`config.mk`:
```
export PLATFORM = sky130hd
export DESIGN_NAME = lcd_char_writer
export DESIGN_NICKNAME = d
export VERILOG_FILES = /design/src/rtl/lcd_char_writer.sv
export SDC_FILE = /design/constraint.sdc
export NUM_CORES = 1
export LEC_CHECK = 0
export BUFFER_PORTS_ARGS = -buffer_cell sky130_fd_sc_hd__buf_2
export CORE_MARGIN = 2
export CORE_UTILIZATION = 28
export CTS_BUF_LIST = sky130_fd_sc_hd__clkbuf_16
export CTS_CLUSTER_SIZE = 28
export DETAILED_ROUTE_END_ITERATION = 8
export GPL_ROUTABILITY_DRIVEN = 0
export PLACE_DENSITY = 0.47
export SYNTH_ARGS = -nofsm -noshare
export SYNTH_HDL_FRONTEND = slang
export SYNTH_SLANG_ARGS = --single-unit
```
`constraint.sdc`:
```
create_clock -name clk -period 4.2 [get_ports clk]
set_input_delay 0.42 -clock clk [delete_from_list [all_inputs] [get_ports clk]]
set_output_delay 0.42 -clock clk [all_outputs]
set_load 0.05 [all_outputs]
```
`src/rtl/lcd_char_writer.sv`:
```
// lcd_char_writer
// Accepts ASCII bytes over a valid/ready handshake and writes them to a 2x16
// HD44780-compatible LCD over an 8-bit parallel bus. Handles the power-up wait,
// the fixed init command sequence, E-strobe timing, and automatic line-2 /
// wrap cursor commands.
//
// Build option: define LCD_CLEAR_ON_WRAP_EN to clear the display (0x01) when
// the cursor wraps past position 31. Without it the cursor is sent home to
// line 1 (0x80), and the old characters are overwritten.

module lcd_char_writer #(
  parameter int E_PULSE_CYC   = 12,
  parameter int CMD_WAIT_CYC  = 2500,
  parameter int CLR_WAIT_CYC  = 82000,
  parameter int INIT_WAIT_CYC = 750000
) (
  input  logic       clk,
  input  logic       rst,
  input  logic [7:0] in_data,
  input  logic       in_valid,
  output logic       in_ready,
  output logic [7:0] lcd_data,
  output logic       lcd_rs,
  output logic       lcd_rw,
  output logic       lcd_e,
  output logic [4:0] char_cnt
);

  function automatic int max2(input int a, input int b);
    return (a > b) ? a : b;
  endfunction

  // One down-counter serves every wait, so it is sized for the longest one.
  localparam int MAX_CYC = max2(max2(E_PULSE_CYC, CMD_WAIT_CYC),
                                max2(CLR_WAIT_CYC, INIT_WAIT_CYC));
  localparam int CNT_W   = $clog2(MAX_CYC + 1);

  typedef logic [CNT_W-1:0] cnt_t;

  // Counters run from LOAD down to 0 inclusive, so LOAD = cycles - 1.
  localparam cnt_t E_LOAD    = cnt_t'(E_PULSE_CYC - 1);
  localparam cnt_t CMD_LOAD  = cnt_t'(CMD_WAIT_CYC - 1);
  localparam cnt_t CLR_LOAD  = cnt_t'(CLR_WAIT_CYC - 1);
  localparam cnt_t INIT_LOAD = cnt_t'(INIT_WAIT_CYC - 1);

  localparam logic [7:0] CMD_FUNC_SET = 8'h38;  // 8-bit bus, 2 lines, 5x8 font
  localparam logic [7:0] CMD_DISP_ON  = 8'h0C;  // display on, cursor off
  localparam logic [7:0] CMD_CLEAR    = 8'h01;  // clear display (slow command)
  localparam logic [7:0] CMD_ENTRY    = 8'h06;  // increment, no shift
  localparam logic [7:0] CMD_LINE2    = 8'hC0;  // DDRAM address 0x40
  localparam logic [7:0] CMD_LINE1    = 8'h80;  // DDRAM address 0x00

`ifdef LCD_CLEAR_ON_WRAP_EN
  localparam logic [7:0] WRAP_CMD = CMD_CLEAR;
`else
  localparam logic [7:0] WRAP_CMD = CMD_LINE1;
`endif

  typedef enum logic [2:0] {
    PWR_WAIT,
    INIT,
    IDLE,
    SETUP,
    E_HIGH,
    E_WAIT
  } state_t;

  // Fixed power-up command sequence, indexed 0..3.
  function automatic logic [7:0] init_cmd(input logic [1:0] idx);
    logic [7:0] cmd;
    case (idx)
      2'd0:    cmd = CMD_FUNC_SET;
      2'd1:    cmd = CMD_DISP_ON;
      2'd2:    cmd = CMD_CLEAR;
      default: cmd = CMD_ENTRY;
    endcase
    return cmd;
  endfunction

  state_t     state,     state_nxt;
  cnt_t       cnt,       cnt_nxt;
  logic [7:0] data_q,    data_nxt;
  logic       rs_q,      rs_nxt;
  logic       e_q,       e_nxt;
  logic [4:0] char_q,    char_nxt;
  logic [1:0] init_idx,  init_idx_nxt;
  logic       init_busy, init_busy_nxt;

  // Internal line/wrap commands are chained straight from E_WAIT into SETUP,
  // so a pending command never coexists with IDLE; IDLE alone means ready.
  assign in_ready = (state == IDLE) && !rst;

  assign lcd_data = data_q;
  assign lcd_rs   = rs_q;
  assign lcd_e    = e_q;
  assign lcd_rw   = 1'b0;
  assign char_cnt = char_q;

  // Next-state, counter and bus-register logic.
  always_comb begin
    // NOTE: every variable gets a default here first, so no path through the
    // case below can leave one unassigned and infer a latch.
    state_nxt     = state;
    cnt_nxt       = cnt;
    data_nxt      = data_q;
    rs_nxt        = rs_q;
    char_nxt      = char_q;
    init_idx_nxt  = init_idx;
    init_busy_nxt = init_busy;

    case (state)
      PWR_WAIT: begin
        if (cnt == '0) state_nxt = INIT;
        else           cnt_nxt   = cnt - 1'b1;
      end

      INIT: begin
        data_nxt      = init_cmd(2'd0);
        rs_nxt        = 1'b0;
        init_idx_nxt  = 2'd0;
        init_busy_nxt = 1'b1;
        state_nxt     = SETUP;
      end

      IDLE: begin
        // in_data is captured only on the handshake cycle.
        if (in_valid && in_ready) begin
          data_nxt  = in_data;
          rs_nxt    = 1'b1;
          state_nxt = SETUP;
        end
      end

      SETUP: begin
        cnt_nxt   = E_LOAD;
        state_nxt = E_HIGH;
      end

      E_HIGH: begin
        if (cnt == '0) begin
          // Clear is the only slow command; data byte 0x01 is a normal write.
          cnt_nxt   = (!rs_q && data_q == CMD_CLEAR) ? CLR_LOAD : CMD_LOAD;
          state_nxt = E_WAIT;
        end else begin
          cnt_nxt = cnt - 1'b1;
        end
      end

      E_WAIT: begin
        if (cnt != '0) begin
          cnt_nxt = cnt - 1'b1;
        end else if (init_busy) begin
          if (init_idx == 2'd3) begin
            init_busy_nxt = 1'b0;
            state_nxt     = IDLE;
          end else begin
            init_idx_nxt = init_idx + 2'd1;
            data_nxt     = init_cmd(init_idx + 2'd1);
            rs_nxt       = 1'b0;
            state_nxt    = SETUP;
          end
        end else if (rs_q) begin
          // A character just landed; advance the cursor and fix up the
          // DDRAM address where the display's address map is not contiguous.
          char_nxt = char_q + 5'd1;
          if (char_q == 5'd15) begin
            data_nxt  = CMD_LINE2;
            rs_nxt    = 1'b0;
            state_nxt = SETUP;
          end else if (char_q == 5'd31) begin
            data_nxt  = WRAP_CMD;
            rs_nxt    = 1'b0;
            state_nxt = SETUP;
          end else begin
            state_nxt = IDLE;
          end
        end else begin
          state_nxt = IDLE;
        end
      end

      default: state_nxt = PWR_WAIT;
    endcase

    // E is registered so the pin is glitch-free and follows E_HIGH exactly.
    e_nxt = (state_nxt == E_HIGH);
  end

  // State and bus registers; reset restarts the whole power-up sequence.
  always_ff @(posedge clk) begin
    // NOTE: sequential state uses non-blocking assignments so every register
    // samples the pre-edge values regardless of statement order.
    if (rst) begin
      state     <= PWR_WAIT;
      cnt       <= INIT_LOAD;
      data_q    <= 8'h00;
      rs_q      <= 1'b0;
      e_q       <= 1'b0;
      char_q    <= 5'd0;
      init_idx  <= 2'd0;
      init_busy <= 1'b0;
    end else begin
      state     <= state_nxt;
      cnt       <= cnt_nxt;
      data_q    <= data_nxt;
      rs_q      <= rs_nxt;
      e_q       <= e_nxt;
      char_q    <= char_nxt;
      init_idx  <= init_idx_nxt;
      init_busy <= init_busy_nxt;
    end
  end

endmodule
```
# After elaboration in Yosys (flattened, before gate mapping)
# Cells that the tools add are included.
# Widths: inputs -> output; s select.
# totals
register_bits,41
latchBits,0
ram_bits,0
romBits,0
out_inout_bits,17
memories,0
# classes
addsub,3
mul,0
n_div,0
magnitude_cmp,0
n_eq_ne,21
n_shift,0
n_mux,40
n_bitwise,2
n_reduce_logical,18
# ops
op,n
$pmux 20 s4,1
$mux 20,3
$mux 8,7
$pmux 8 s3,1
$logic_not 20->1,1
$reduce_bool 20->1,1
$sub 20x1->20 const B,1
$mux 3,6
$pmux 3 s6,1
$pmux 6 s3,1
$mux 17,1
$mux 1,13
$reduce_and 4->1,3
$ne 2x2->1 const B,5
$eq 3x3->1 const B,3
$eq 8x1->1 const B,1
$eq 3x2->1 const B,2
$mux 2,3
$ne 3x3->1 const B,2
$reduce_and 6->1,1
$add 5x1->5 const B,1
$eq 5x4->1 const B,1
$eq 5x5->1 const B,1
$eq 2x2->1 const B,2
18 further kinds,22

# Longest topological paths before layout
# depth
depth_word,8
ltp_mapped,8
depth_no_buf,8

# Worst setup path after synthesis
# No wires, ideal clock.
# synth_path
path_kind,reg2out
startpoint,reg state[1]
endpoint,out in_ready
arrival_ns,1.931
required_time_ns,3.780
slack_ns,1.849
path_stages_with_launch,5
path_buffers,1
path_cell_list,dfxtp_1 clkbuf_1 clkinv_1 or3_1 nor2_1
# synth_between
elab_chain_len,2
# synth_lines
element,line,rtl
from (decl),80,"state_t state, state_nxt;"
from (signal assigned),203,state <= state_nxt;
$eq 3x2->1,91,assign in_ready = (state == IDLE) && !rst;
$logic_and 1x1->1,91,
to (decl),21,"output logic in_ready,"
# No other way between the ends.

# Worst setup path in the final report
# layout_path
startpoint,reg cnt[0]
endpoint,reg cnt[15]
# layout_between
elab_chain_len,3
elab_cells_between_ends,10
# layout_lines
element,line,rtl
from (decl),81,"cnt_t cnt, cnt_nxt;"
from (signal assigned),204,cnt <= cnt_nxt;
$sub 20x1->20 (tied with other cells),"114, 145, 151",
$mux 20 (tied with other cells),150,if (cnt != '0) begin
$pmux 20 s4 or $reduce_and 3->1 (tied branches),--,
# Several ways; a longest one is shown, not always the timed one. The select of a mux whose other input is x is not followed.
# A chain may end at the register's enable or synchronous reset.

==> summary.md <==
| Metric | Value |
|---|---|
| Most used cells in the layout excluding fill and tap cells | dfxtp_1, a21oi_1, buf_2 |
| Area share of the leading cell type in the synthesized netlist | 0.318 |
| Outcome | finished, final reports clean |
| Critical path fanouts, max | 15 |
| HP Class | in2reg |
| Boundary pin count | 28 |
| Most frequent standard cell in the layout excluding fill and tap cells | dfxtp_1 |
| Gate count of the mapped netlist | 316 |
| Routed vias | 2,443 |
| Fraction of synthesis flops using an asynchronous set or reset pin | 0 |
| Critical Path AT | 3.12 ns |
| Dominant cell type by area after synthesis | dfxtp_1 |
| Synthesized area divided by synthesized cell count | 8.18 um^2 |
| Root buffer cell | clkbuf_16 |
| Overall routing resource usage | 0.147 |
| Setup violators final | 0 |
| Kind of end point of the critical path | flip-flop |
| # Max-Cap Violations | 0 |
| Antenna diode count | 0 |
| Area growth syn-to-layout | 12.2% |
| Clock period minus worst slack | 2.98 ns |
| Worst setup startpoint | cnt[0]$_SDFFE_PP1P_ |
| Power density over cell area | 274 nW/um^2 |
| Die Outline Area | 10,000 um^2 |
| Maximum resistive drop on vdd | 0.000149 V |
| Post-detailed-placement half-perimeter wirelength | 5130 um |
| Endpoint of the worst-slack reg-to-reg timing path | cnt[15]$_SDFFE_PP0P_ |
| Antenna violations before repair | 0 |
| Post-synth top flop | dfxtp_1 |
| Seq/Total Area, Yosys | 0.318 |
| Clock latency reported for the late side of the worst-skew pair | 0.28 ns |
| Period utilisation layout | 0.709 |
| Core area | 9110 um^2 |
| Number of instances resized during post-cts repair | 0 |
| Final max-slew violation count | 0 |
| Flop2flop setup slack | 1.22 ns |
| Total overflow reported by the global router | 0 |
| Reg2reg start | cnt[0]$_SDFFE_PP1P_ |
| Share of post-route cells with drive strength above 1 | 0.139 |
| PortBufs | 26 |
| Clock-pin transition on the worst setup and hold timing paths | 0.06 ns |
| H-Tree Depth | 2 |
| Transition time at the pin with the least slew margin | 1.14 ns |
| Top area cells in the synthesized netlist | dfxtp_1, a21oi_1, mux2i_1 |
| Type of the setup path with the least slack | reg2reg |
| CP required | 4.34 ns |
| Number of global-route vias before repair | 2,344 |
| Warnings, synthesis | 0 |
| Total power consumption of the routed design | 0.000795 W |
| Clock sinks | 41 |
| Worst setup SP type | flip-flop |
| Total negative slack | 0 ns |
| Worst hold path depth | 3 |
| CTS tree | yes |
| Capture endpoint of the worst hold path | lcd_data[5]$_SDFFE_PP0P_ |
| DRC marker count from the first detailed-route iteration | 161 |
| Number of buffers inserted during clock tree synthesis | 5 |
| Routed length per instance | 16.1 um |
| Count of nets after finishing | 348 |
| Worst Skew | 0.00308 ns |
| Detailed Route WL | 7110 um |
| Post-Syn Area | 2580 um^2 |
| DRT antenna net count | 0 |
| Maximum achievable frequency | 336 MHz |
| Worst Min Path Start | in_data[5] |
| Die outline height | 100 um |
| Fin. Hold Viols | 0 |
| Vias per inst | 5.54 |
| CTS Buffer Depth | 2 |
| Unique cell type count in the Yosys netlist | 63 |
| First-pass GRT wire length | 11,900 um |
| Leak | 1.12 nW |
| Post-CTS setup repair buffer count | 0 |
| Starting utilization of the core area | 0.284 |
| Post-route DRC | 0 |
| Hold-fix buffers at CTS | 0 |
| Net count after synthesis | 335 |
| Site Rows | 35 |
| Unrepaired setup endpoints after global routing | no |
| Post-synth EDFFs | 0 |
| Number of detailed-route iterations in the first pass | 4 |
| Cell depth of the worst flop-to-flop path | 7 |
| #FFs+latches synth | 41 |
| Die Width | 100 um |
| Slew HR | 0.240 |
| Largest net degree at the start of global routing | 33 |
==> cells in the mapped netlist, types with 9 or more instances <==
cell / count
dfxtp_1: 41
a21oi_1: 27
nand2_1: 25
nor2_1: 18
nor3_1: 15
o21ai_0: 15
clkbuf_1: 13
inv_1: 11
mux2i_1: 11
nand2b_1: 9
nand3_1: 9
nor4_1: 9
==> how the worst max path moves through the flow <==
stage	to	slack, ns
after global routing	cnt[15]$_SDFFE_PP0P_	1.01
after detailed placement	cnt[15]$_SDFFE_PP0P_	1.27
after global placement	cnt[15]$_SDFFE_PP0P_	1.42
after floorplan	in_ready	1.85
after CTS	cnt[15]$_SDFFE_PP0P_	1.25
final	cnt[15]$_SDFFE_PP0P_	1.22
==> cells by family after synthesis <==
logic type,synth area share
simple gates,0.263
compound gates,0.261
flops,0.318
buf+inv,0.0528
mux,0.0513
fa+ha+maj,0.0387
xor+xnor,0.0136
other cells,0.00145
==> state kept, by name, summed over array words and instances, names as in the netlist <==
signal	flops
char_cnt	5
cnt	20
init_busy	1
init_idx	2
lcd_data	8
lcd_e	1
lcd_rs	1
state	3
==> layer usage <==
metal / vias up / track usage / wire length, um
li1: 1222 / - / -
met1: 1158 / 0.211 / 3530
met2: 53 / 0.227 / 3220
met3: 10 / 0.0216 / 264
met4: 0 / 0.0453 / 98
met5: - / 0 / 0
==> metrics by stage <==
step,setup slack (ns),instance area (um^2),instances,hold WS (ns),utilization
detailed placement,1.27,2760,433,0.468,0.303
global placement,1.42,2760,433,0.461,0.303
finish,1.22,2900,441,0.439,0.319
floorplan,1.85,2580,316,0.442,-
global route,1.01,2900,441,0.465,0.319
CTS,1.25,2900,441,0.437,0.319
==> area by class of cell <==
class	instances	area (um^2)
timing repair buffer	26	130
clock inverter	3	13.8
inverter	12	45.0
tap	111	139
fill	986	6210
clock buffer	5	125
multi-input combinational	243	1630
sequential	41	821
==> power breakdown <==
group	switching [W]	total [W]	internal (W)
clock network	0.000156	0.000372	0.000216
registers	0.00000382	0.000395	0.000391
logic	0.0000181	0.0000277	0.00000955
total	0.000178	0.000795	0.000617
==> worst max-delay path, stage by stage, from the launching register on <==
cell and delay, ns:
dfxtp_1 0.34, inv_1 0.11, ha_1 0.16, nor4b_1 0.53
nand4b_4 0.33, o22ai_1 0.85, a2111oi_0 0.31, mux2i_1 0.20
No activity file was read; power rests on OpenSTA's default activity.
